**src/rtl/rw_reg_wr_arbiter_pkg.sv**
```systemverilog
// Shared types and the round-robin pick helper for the register write arbiter.
package rw_reg_arb_pkg;

    typedef enum logic {
        ARB_IDLE,
        ARB_LOCKED
    } arb_state_t;

    localparam int unsigned RR_MAX   = 8;
    localparam int unsigned RR_IDX_W = 3;

    typedef struct packed {
        logic                found;
        logic [RR_IDX_W-1:0] idx;
    } rr_pick_t;

    // First asserted valid at or above ptr, wrapping modulo n (n <= RR_MAX).
    function automatic rr_pick_t rr_pick(input logic [RR_MAX-1:0]   valid,
                                         input logic [RR_IDX_W-1:0] ptr,
                                         input int unsigned         n);
        rr_pick_t    r;
        int unsigned j;
        r = '0;
        for (int unsigned k = 0; k < RR_MAX; k++) begin
            j = (32'(ptr) + k) % n;
            if (k < n && !r.found && valid[j[RR_IDX_W-1:0]]) begin
                r.found = 1'b1;
                r.idx   = j[RR_IDX_W-1:0];
            end
        end
        return r;
    endfunction

endpackage

```
**src/rtl/rw_reg_wr_arbiter_if.sv**
```systemverilog
// Multi-requester valid/ready write request bus, flattened per requester.
interface rw_reg_wr_arbiter_if #(
    parameter int unsigned NUM_REQ    = 4,
    parameter int unsigned ADDR_WIDTH = 3,
    parameter int unsigned DATA_WIDTH = 16
);
    logic [NUM_REQ-1:0]            REQ_VALID;
    logic [NUM_REQ-1:0]            REQ_LOCK;
    logic [NUM_REQ*ADDR_WIDTH-1:0] REQ_ADDR;
    logic [NUM_REQ*DATA_WIDTH-1:0] REQ_DATA;
    logic [NUM_REQ-1:0]            REQ_READY;

    modport master (output REQ_VALID, REQ_LOCK, REQ_ADDR, REQ_DATA, input REQ_READY);
    modport slave  (input REQ_VALID, REQ_LOCK, REQ_ADDR, REQ_DATA, output REQ_READY);
endinterface

```
**src/rtl/rw_reg_wr_arbiter_bank.sv**
```systemverilog
// Bank of RW_REG registers sharing one write-data bus, selected by per-register WEN.
module RW_REG #(
    parameter int unsigned DATA_WIDTH = 16,
    parameter bit          HAS_RESET  = 1'b1
) (
    input  logic                  CLK,
    input  logic                  RSTN,
    input  logic                  WEN,
    input  logic [DATA_WIDTH-1:0] VALUE_IN,
    output logic [DATA_WIDTH-1:0] VALUE_OUT
);
    if (HAS_RESET) begin : g_rst
        always_ff @(posedge CLK or negedge RSTN) begin
            if (!RSTN)   VALUE_OUT <= '0;
            else if (WEN) VALUE_OUT <= VALUE_IN;
        end
    end else begin : g_nrst
        logic unused_rstn;
        always_comb unused_rstn = RSTN;
        always_ff @(posedge CLK) begin
            if (WEN) VALUE_OUT <= VALUE_IN;
        end
    end
endmodule

module rw_reg_wr_arbiter_bank #(
    parameter int unsigned DATA_WIDTH = 16,
    parameter int unsigned NUM_REGS   = 8
) (
    input  logic                           clk,
    input  logic                           rstn,
    input  logic [NUM_REGS-1:0]            wen,
    input  logic [DATA_WIDTH-1:0]          value_in,
    output logic [NUM_REGS*DATA_WIDTH-1:0] regs_out
);
    for (genvar i = 0; i < NUM_REGS; i++) begin : g_reg
        RW_REG #(.DATA_WIDTH(DATA_WIDTH), .HAS_RESET(1'b1)) u_reg (
            .CLK      (clk),
            .RSTN     (rstn),
            .WEN      (wen[i]),
            .VALUE_IN (value_in),
            .VALUE_OUT(regs_out[i*DATA_WIDTH +: DATA_WIDTH])
        );
    end
endmodule

```
**src/rtl/rw_reg_wr_arbiter.sv**
```systemverilog
// Round-robin write arbiter with bounded lock bursts in front of an RW_REG bank.
module rw_reg_wr_arbiter
    import rw_reg_arb_pkg::*;
#(
    parameter  int unsigned DATA_WIDTH  = 16,
    parameter  int unsigned NUM_REQ     = 4,
    parameter  int unsigned NUM_REGS    = 8,
    parameter  int unsigned MAX_LOCK    = 16,
    localparam int unsigned ADDR_WIDTH  = (NUM_REGS > 1) ? $clog2(NUM_REGS) : 1,
    localparam int unsigned OW          = $clog2(NUM_REQ)
) (
    input  logic                           CLK,
    input  logic                           RST,
    rw_reg_wr_arbiter_if.slave             bus,
    output logic [NUM_REGS*DATA_WIDTH-1:0] REGS_OUT,
    output logic                           BUSY,
    output logic [OW-1:0]                  OWNER,
    output logic                           ADDR_ERR
);
    arb_state_t            state, state_nxt;
    logic [OW-1:0]         ptr, ptr_nxt, owner, owner_nxt, winner;
    logic [7:0]            lock_cnt, lock_cnt_nxt, cnt_inc;
    logic [NUM_REQ-1:0]    ready;
    logic                  xfer, in_range, rel, addr_err;
    logic [RR_MAX-1:0]     valid_pad;
    rr_pick_t              pick;
    logic                  unused_pick;
    logic [ADDR_WIDTH-1:0] addr_a [NUM_REQ];
    logic [DATA_WIDTH-1:0] data_a [NUM_REQ];
    logic [ADDR_WIDTH-1:0] win_addr;
    logic [DATA_WIDTH-1:0] win_data;
    logic [NUM_REGS-1:0]   wen;

    function automatic logic [OW-1:0] wrap_inc(input logic [OW-1:0] i);
        return (32'(i) == NUM_REQ - 1) ? '0 : i + OW'(1);
    endfunction

    always_comb begin
        for (int unsigned i = 0; i < NUM_REQ; i++) begin
            addr_a[i] = bus.REQ_ADDR[i*ADDR_WIDTH +: ADDR_WIDTH];
            data_a[i] = bus.REQ_DATA[i*DATA_WIDTH +: DATA_WIDTH];
        end
    end

    always_comb begin
        valid_pad              = '0;
        valid_pad[NUM_REQ-1:0] = bus.REQ_VALID;
        pick                   = rr_pick(valid_pad, RR_IDX_W'(ptr), NUM_REQ);
        unused_pick            = ^pick.idx;
    end

    always_comb begin
        state_nxt    = state;
        ptr_nxt      = ptr;
        owner_nxt    = owner;
        lock_cnt_nxt = lock_cnt;
        ready        = '0;
        rel          = 1'b0;
        wen          = '0;
        winner       = (state == ARB_LOCKED) ? owner : pick.idx[OW-1:0];
        cnt_inc      = lock_cnt + 8'd1;

        if (!RST) begin
            case (state)
                ARB_IDLE:   if (pick.found) ready[winner] = 1'b1;
                ARB_LOCKED: if (32'(lock_cnt) < MAX_LOCK) ready[owner] = bus.REQ_VALID[owner];
            endcase
        end

        xfer     = |(ready & bus.REQ_VALID);
        win_addr = addr_a[winner];
        win_data = data_a[winner];
        in_range = 32'(win_addr) < NUM_REGS;

        case (state)
            ARB_IDLE: begin
                if (xfer) begin
                    if (bus.REQ_LOCK[winner]) begin
                        state_nxt    = ARB_LOCKED;
                        owner_nxt    = winner;
                        lock_cnt_nxt = 8'd1;
                    end else begin
                        ptr_nxt = wrap_inc(winner);
                    end
                end
            end
            ARB_LOCKED: begin
                // Count already at the limit only happens with MAX_LOCK==1: leave with no grant.
                if (32'(lock_cnt) >= MAX_LOCK) begin
                    rel = 1'b1;
                end else if (xfer) begin
                    lock_cnt_nxt = cnt_inc;
                    rel          = !bus.REQ_LOCK[owner] || (32'(cnt_inc) >= MAX_LOCK);
                end else if (!bus.REQ_VALID[owner] && !bus.REQ_LOCK[owner]) begin
                    rel = 1'b1;
                end
                if (rel) begin
                    state_nxt    = ARB_IDLE;
                    ptr_nxt      = wrap_inc(owner);
                    owner_nxt    = '0;
                    lock_cnt_nxt = '0;
                end
            end
        endcase

        for (int unsigned i = 0; i < NUM_REGS; i++) begin
            wen[i] = xfer && in_range && (32'(win_addr) == i);
        end
    end

    always_ff @(posedge CLK or posedge RST) begin
        if (RST) begin
            state    <= ARB_IDLE;
            ptr      <= '0;
            owner    <= '0;
            lock_cnt <= '0;
            addr_err <= 1'b0;
        end else begin
            state    <= state_nxt;
            ptr      <= ptr_nxt;
            owner    <= owner_nxt;
            lock_cnt <= lock_cnt_nxt;
            addr_err <= xfer && !in_range;
        end
    end

    always_comb begin
        bus.REQ_READY = ready;
        BUSY          = (state == ARB_LOCKED);
        OWNER         = owner;
        ADDR_ERR      = addr_err;
    end

    rw_reg_wr_arbiter_bank #(.DATA_WIDTH(DATA_WIDTH), .NUM_REGS(NUM_REGS)) u_bank (
        .clk     (CLK),
        .rstn    (~RST),
        .wen     (wen),
        .value_in(win_data),
        .regs_out(REGS_OUT)
    );
endmodule

```
**src/flat_wrapper.sv**
```systemverilog
// flat-port wrapper written by rule: the top's interface ports become plain ports
module rw_reg_wr_arbiter_flat import rw_reg_arb_pkg::*;
#(
    parameter  int unsigned DATA_WIDTH  = 16,
    parameter  int unsigned NUM_REQ     = 4,
    parameter  int unsigned NUM_REGS    = 8,
    parameter  int unsigned MAX_LOCK    = 16,
    localparam int unsigned ADDR_WIDTH  = (NUM_REGS > 1) ? $clog2(NUM_REGS) : 1,
    localparam int unsigned OW          = $clog2(NUM_REQ)
)
  (CLK, RST, REGS_OUT, BUSY, OWNER, ADDR_ERR, bus_REQ_VALID, bus_REQ_LOCK, bus_REQ_ADDR, bus_REQ_DATA, bus_REQ_READY);
  rw_reg_wr_arbiter_if #(.NUM_REQ(NUM_REQ), .ADDR_WIDTH((3)), .DATA_WIDTH(DATA_WIDTH)) bus_i ();
  input  logic CLK;
  input  logic RST;
  output logic [NUM_REGS*DATA_WIDTH-1:0] REGS_OUT;
  output logic BUSY;
  output logic [OW-1:0] OWNER;
  output logic ADDR_ERR;
  input wire logic [$bits(bus_i.REQ_VALID)-1:0] bus_REQ_VALID;
  input wire logic [$bits(bus_i.REQ_LOCK)-1:0] bus_REQ_LOCK;
  input wire logic [$bits(bus_i.REQ_ADDR)-1:0] bus_REQ_ADDR;
  input wire logic [$bits(bus_i.REQ_DATA)-1:0] bus_REQ_DATA;
  output wire logic [$bits(bus_i.REQ_READY)-1:0] bus_REQ_READY;
  assign bus_i.REQ_VALID = bus_REQ_VALID;
  assign bus_i.REQ_LOCK = bus_REQ_LOCK;
  assign bus_i.REQ_ADDR = bus_REQ_ADDR;
  assign bus_i.REQ_DATA = bus_REQ_DATA;
  assign bus_REQ_READY = bus_i.REQ_READY;
  rw_reg_wr_arbiter #(.DATA_WIDTH(DATA_WIDTH), .NUM_REQ(NUM_REQ), .NUM_REGS(NUM_REGS), .MAX_LOCK(MAX_LOCK)) u_core (.CLK(CLK), .RST(RST), .bus(bus_i), .REGS_OUT(REGS_OUT), .BUSY(BUSY), .OWNER(OWNER), .ADDR_ERR(ADDR_ERR));
endmodule
```
**config.mk**
```make
export PLATFORM = sky130hd
export DESIGN_NAME = rw_reg_wr_arbiter_flat
export DESIGN_NICKNAME = d
export VERILOG_FILES = /design/src/rtl/rw_reg_wr_arbiter_pkg.sv /design/src/rtl/rw_reg_wr_arbiter_if.sv /design/src/rtl/rw_reg_wr_arbiter_bank.sv /design/src/rtl/rw_reg_wr_arbiter.sv /design/src/flat_wrapper.sv
export SDC_FILE = /design/constraint.sdc
export NUM_CORES = 1
export LEC_CHECK = 0
export CAP_MARGIN = 20
export CORE_ASPECT_RATIO = 1.75
export CORE_MARGIN = 2
export CORE_UTILIZATION = 43
export CTS_CLUSTER_SIZE = 12
export DETAILED_ROUTE_END_ITERATION = 10
export PLACE_DENSITY_LB_ADDON = 0.08
export SKIP_CTS_REPAIR_TIMING = 1
export SLEW_MARGIN = 30
export SYNTH_ARGS = -nofsm -noshare
export SYNTH_HDL_FRONTEND = slang
export SYNTH_HIERARCHICAL = 1
export SYNTH_SLANG_ARGS = --single-unit
```
**constraint.sdc**
```tcl
create_clock -name CLK -period 5.7 [get_ports CLK]
set_input_delay 1.14 -clock CLK [delete_from_list [all_inputs] [get_ports CLK]]
set_output_delay 1.14 -clock CLK [all_outputs]
set_load 0.01 [all_outputs]
```
[After elaboration in Yosys (flattened, before gate mapping)]
Cells that the tools add are included.
Operators by class
  $add $sub $neg: 6
  $mul: 0
  div/mod/pow operators: 0
  $lt $le $gt $ge: 12
  equality and inequality tests: 15
  shifts and indexed selects: 0
  multiplexer cells: 57
  bitwise logic cells: 4
  reduce and logical (&&, ||, !) cells: 25
Operator list (count)
  $mux W8: 5
  $bmux W16 S2: 1
  $mux W16: 2
  $mux W4: 7
  $mux W2: 9
  $ge A8 B5 Y1 const B: 2
  $lt A2 B4 Y1 const B: 4
  $mux W1: 16
  $pmux W8 S2: 1
  $bmux W1 S2: 7
  $logic_and A1 B1 Y1: 14
  $eq A3 B3 Y1 const B: 4
  $add A8 B1 Y8 const B: 1
  $and A4 B4 Y4: 2
  $lt A8 B5 Y1 const B: 1
  $pmux W2 S2: 2
  $pmux W4 S2: 1
  $add A2 B1 Y2 const B: 3
  $bmux W3 S2: 1
  $eq A3 B2 Y1 const B: 2
  $lt A2 B3 Y1 const B: 2
  $mux W3: 2
  $ne A3 B3 Y1 const B: 2
  $reduce_and A3 Y1: 2
  16 further kinds: 26
Storage, ports and cells
  register bits after elaboration: 141
  bits in latches: 0
  memory bits (writable): 0
  ROM bits: 0
  input port bits: 86
  word-level logic and storage cells: 131
  memories kept: 0

[Logic depth before layout (Yosys ltp)]
  depth in word-level cells: 27
  depth in mapped cells: 17

[Cells and area by module]
Netlist, hierarchy kept.
By module, submodules not included
  RW_REG: times used 8, cells an instance 34, area each 649.4 µm², sequential area each 400.4 µm²
  rw_reg_wr_arbiter: times used 1, cells an instance 220, area each 1888.1 µm², sequential area each 325.3 µm²

[Worst setup path after synthesis]
OpenSTA, ideal clock, no wires.
  path kind: input -> output
  start point: input port RST
  end point: output port bus_REQ_READY[3]
  arrival time: 4.653 ns
  required time: 4.560 ns
  path slack: -0.093 ns
  stages on the path: 4
  path buffers: 0
  path through: inv_1 -> and2_1 -> nand2_1 -> o21ai_0
On the way
  word-level cells in the longest chain between the ends: 1
Ends and longest elaborated chain
  start: declaration: RTL line flat_wrapper.sv:14  | input logic RST;
  $mux W4: RTL line rw_reg_wr_arbiter.sv:63  | if (!RST) begin
  end: declaration: RTL line flat_wrapper.sv:23  | output wire logic [$bits(bus_i.REQ_READY)-1:0] bus_REQ_READY;
Every way passes these cells.

[Worst setup path in the final report]
  start point: input port bus_REQ_VALID[2]
  end point: output port bus_REQ_READY[3]
On the way
  word-level cells in the longest chain between the ends: 20
  elaborated cells on any way between the ends: 31
  classes of those cells: 2 x order compare; 21 x mux; 1 x bitwise; 7 x reduce/logical
Ends and longest elaborated chain
  start: declaration: RTL line flat_wrapper.sv:19  | input wire logic [$bits(bus_i.REQ_VALID)-1:0] bus_REQ_VALID;
  $bmux W1 S2: RTL line rw_reg_wr_arbiter_pkg.sv:26  | if (k < n && !r.found && valid[j[RR_IDX_W-1:0]]) begin
  $mux W1 (not written as such): RTL line rw_reg_wr_arbiter_pkg.sv:26
  $mux W4: RTL line rw_reg_wr_arbiter_pkg.sv:26
  $logic_not A1 Y1: RTL line rw_reg_wr_arbiter_pkg.sv:26
  $logic_and A1 B1 Y1: RTL line rw_reg_wr_arbiter_pkg.sv:26
  $mux W4: RTL line rw_reg_wr_arbiter_pkg.sv:26
  $logic_not A1 Y1: RTL line rw_reg_wr_arbiter_pkg.sv:26
  $logic_and A1 B1 Y1: RTL line rw_reg_wr_arbiter_pkg.sv:26
  [4 not listed]
  $mux W2: RTL line rw_reg_wr_arbiter.sv:60  | winner = (state == ARB_LOCKED) ? owner : pick.idx[OW-1:0];
  $lt A2 B3 Y1 (not written as such) / $ge A2 B1 Y1 (equally long branches): RTL line rw_reg_wr_arbiter.sv:65  | ARB_IDLE: if (pick.found) ready[winner] = 1'b1;
  $logic_and A1 B1 Y1 (not written as such): RTL line rw_reg_wr_arbiter.sv:65
  $mux W1 (not written as such): RTL line rw_reg_wr_arbiter.sv:65
  $demux W1 S2
  $mux W4: RTL line rw_reg_wr_arbiter.sv:65
  $pmux W4 S2 *: RTL line rw_reg_wr_arbiter.sv:64  | case (state)
  $mux W4 *: RTL line rw_reg_wr_arbiter.sv:63
Mark *: on every way between the ends. The rest lies on a longest branch, timed or not. The select of a mux whose other input is x is not followed.

==> impl_metrics.py <==
metrics = {
    "final_layout": {
        "nets": 812,
        "final_util_pct": 61.6,
        "fin_area_mm2": 0.0100,
        "fin_cells": 925,
        "final_layout_size_suffix_gt1_share_pct": 30.9,
        "syn2layout_area_growth_pct": 41.7,
    },
    "drt": {
        "drc": 0,
        "drtIter0Drc": 145,
        "via_count": 4946,
        "wl_mm": 19.7,
        "firstDrtPassIters": 4,
        "vias_per_cell": 5.35,
        "wl_per_cell_um": 21.3,
        "ant_nets": 0,
    },
    "floorplanning": {
        "die_width_um": 101,
        "num_rows": 62,
        "ioPinCount": 222,
        "dieArea_mm2": 0.0176,
        "die_h_um": 174,
        "start_util_pct": 43.5,
        "coreArea_mm2": 0.0163,
    },
    "power": {
        "seq_power_share_pct": 30.0,
        "irDropWorstVdd_v": 0.000317,
        "clkPwrFrac_pct": 19.4,
        "p_sw_mw": 2.15,
        "combinationalPowerShare_pct": 50.5,
        "intPower_mw": 3.98,
        "power.density_mw_per_mm2": 611,
        "p_sw_share_pct": 35.0,
        "leakage_nw": 4.30,
        "p_total_mw": 6.13,
    },
    "yosys": {
        "synth_cell_types": 58,
        "synth_edf_count": 0,
        "syn_area_per_cell_um2": 14.4,
        "ys.flop_type": "dfrtp_1",
        "async_reset_ff_share_pct": 100,
        "synth.largest_area_cell": "dfrtp_1",
        "netlist_instances": 492,
        "synth_seq_cells": 141,
        "syn_nets": 585,
        "synth.yosys.seq_area_share_pct": 49.8,
        "yosysWarnings": 6,
        "synthTopCellsByArea": "dfrtp_1, mux2_4, mux2_2, mux2i_1, buf_12",
        "synthesis.area_mm2": 0.00708,
        "synth_top_area_share_pct": 49.8,
    },
    "placement": {
        "placed_cells": 891,
        "place_area_mm2": 0.00936,
        "place_hpwl_mm": 14.7,
        "gp_congestion": 0.945,
        "portBuffers": 220,
        "place_ws_ns": 0.722,
    },
    "setup_path": {
        "crit_slowest_cell": "clkdlybuf4s50_1",
        "startpoint": "bus_REQ_VALID[2]",
        "end_kind": "primary output",
        "critPathArrivalTime_ns": 3.84,
        "start_kind": "input port",
        "crit_chain": "clkdlybuf4s50_1, or3b_1, o221ai_1, mux2_2, inv_1, ha_1, inv_1, o21ai_0, clkdlybuf4s50_1",
        "timing.rr.start": "u_core/BUSY$_DFF_PP0_",
        "max_stage_delay_ns": 0.66,
        "path_class": "in -> out",
        "cp.required_ns": 4.56,
        "crit_buf_inv": 4,
        "crit_fanout": 18,
        "cp_top_family": "buffers and inverters",
    },
    "grt": {
        "grt_pass1_vias": 5281,
        "grt_overflow": 0,
        "grt_pass1_wl_mm": 30.3,
        "antenna_found_initial": 1,
        "grt.total_usage_pct": 22.7,
        "grt_max_degree": 77,
    },
    "timing": {
        "fmaxAchievable_mhz": 201,
        "finClkSkew_ns": 0.0139,
        "timing.final.crit_period_ns": 4.98,
        "post-route-period-util_pct": 87.4,
        "finalSetupViolations": 0,
        "timing.final.ws_setup_ns": 0.717,
        "setup_tns_ns": 0,
        "finalHoldViolCount": 0,
        "grt_setup_unrepaired": "false",
        "max_slew_margin_pct": 34.7,
        "drv_slew": 0,
        "tightestPinTransition_ns": 0.980,
        "timing.hold.ws_ns": 0.506,
    },
    "clocking": {
        "cts-root-buf": "clkbuf_16",
        "clk_pin_slew_ns": 0.06,
        "cts_buffers": 17,
        "clock_latency_ns": 0.42,
        "clockBufferDepth": 2,
        "clock-sinks": 141,
        "htree_levels": 4,
        "cts_tree": "done",
    },
    "status": {
        "status": "complete, no violations",
    },
    "min_path": {
        "min_from": "u_core/u_bank/g_reg[2].u_reg/VALUE_OUT[15]$_DFFE_PN0P_",
        "min_path_type": "reg -> reg",
    },
    "job": {
        "max-cap-violations": 0,
    },
}
power groups by stage:
stage          combinational, mW  sequential (mW)  clock [mW]
2_1_floorplan               1.54             1.97           0
3_3_place_gp                3.07             1.84           0
3_5_place_dp                3.11             1.85           0
4_1_cts                     3.13             1.85        1.22
5_1_grt                     3.29             1.90        1.26
6_report                    3.10             1.84        1.19
synthesized netlist by cell type (2+ instances only):
cell,instances
mux2i_1,26
mux2_1,3
and2_1,6
mux4_2,2
nor2b_1,2
nand4_1,2
nand2_1,12
buf_6,9
buf_12,8
nor3b_1,6
buf_1,2
ha_1,7
buf_4,4
mux2_2,70
o21ai_0,3
nand2_2,2
a211o_1,2
dfrtp_1,141
buf_2,3
nand2b_1,3
nand3_1,8
a21o_1,2
inv_1,9
and3_2,2
a21oi_1,21
nor3_1,4
nor2_1,23
mux2_4,80
path summary, 6_finish.rpt:
kind / cells after the start / slack, ns / end
max in group asynchronous: 5 / 3.21 / u_core/u_bank/g_reg[0].u_reg/VALUE_OUT[8]$_DFFE_PN0P_
setup reg to reg: 12 / 1.77 / u_core/u_bank/g_reg[6].u_reg/VALUE_OUT[0]$_DFFE_PN0P_
hold / removal: 1 / 0.51 / u_core/u_bank/g_reg[2].u_reg/VALUE_OUT[15]$_DFFE_PN0P_
setup / recovery: 9 / 0.72 / bus_REQ_READY[3]
min in group asynchronous: 3 / 1.25 / u_core/u_bank/g_reg[5].u_reg/VALUE_OUT[7]$_DFFE_PN0P_
hold reg to reg: 1 / 0.51 / u_core/u_bank/g_reg[2].u_reg/VALUE_OUT[15]$_DFFE_PN0P_
cell families after synthesis:
family | count (synthesis) | synth area share, %
AO/OA/AOI/OAI | 48 | 5.12
adder cells (fa/ha/maj) | 7 | 1.24
buffers and inverters | 38 | 5.18
flip-flops | 141 | 49.8
multiplexers | 181 | 32.9
other | 1 | 0.0529
AND/OR/NAND/NOR | 76 | 5.72
placed cells by master (no fill, tap or decap), types with 2 or more instances in the layout:
master	count
a21oi_2	2
mux2_2	70
a211o_1	2
nor2_2	2
dfrtp_1	141
bufinv_16	3
nand2b_1	3
nor3_1	2
mux2_1	3
nand2_2	2
a21oi_1	20
inv_1	8
nor2_1	21
clkbuf_16	17
a21o_1	2
and2_1	6
nor3b_1	2
clkdlybuf4s50_1	220
inv_8	3
mux2i_1	26
clkinv_4	2
mux4_2	2
nor2b_1	2
mux2_4	80
nor3_2	2
o21ai_0	3
nand2_1	12
clkinvlp_4	2
buf_4	13
and3_2	2
nand3_1	8
nor3b_2	4
nand4_1	2
ha_1	7
inv_6	4
layout make-up:
cell class,instances,area [um2]
timing repair buffer,236,2360
inverter,10,41.3
sequential,141,3530
antenna,1,2.50
clock buffer,18,439
clock inverter,14,200
multi-input combinational,313,3230
fill,1308,6250
tap,192,240
state kept, by name (all words and copies together) (netlist names):
| register | count |
|---|---|
| u_core/u_bank/g.u_reg/VALUE_OUT | 128 |
| u_core/ptr | 2 |
| u_core/BUSY | 1 |
| u_core/lock_cnt | 8 |
| u_core/OWNER | 2 |
per-layer routing:
layer	part of all wire (%)	global-route usage (%)	routed length, um	vias up
met5	0	0	0	-
met4	1.5	6.64	297	0
met3	6.4	5.97	1250	22
met2	54	40.9	10600	203
met1	38	25.8	7470	2497
li1	-	-	-	2224
Power figures use the tool's default switching activity.
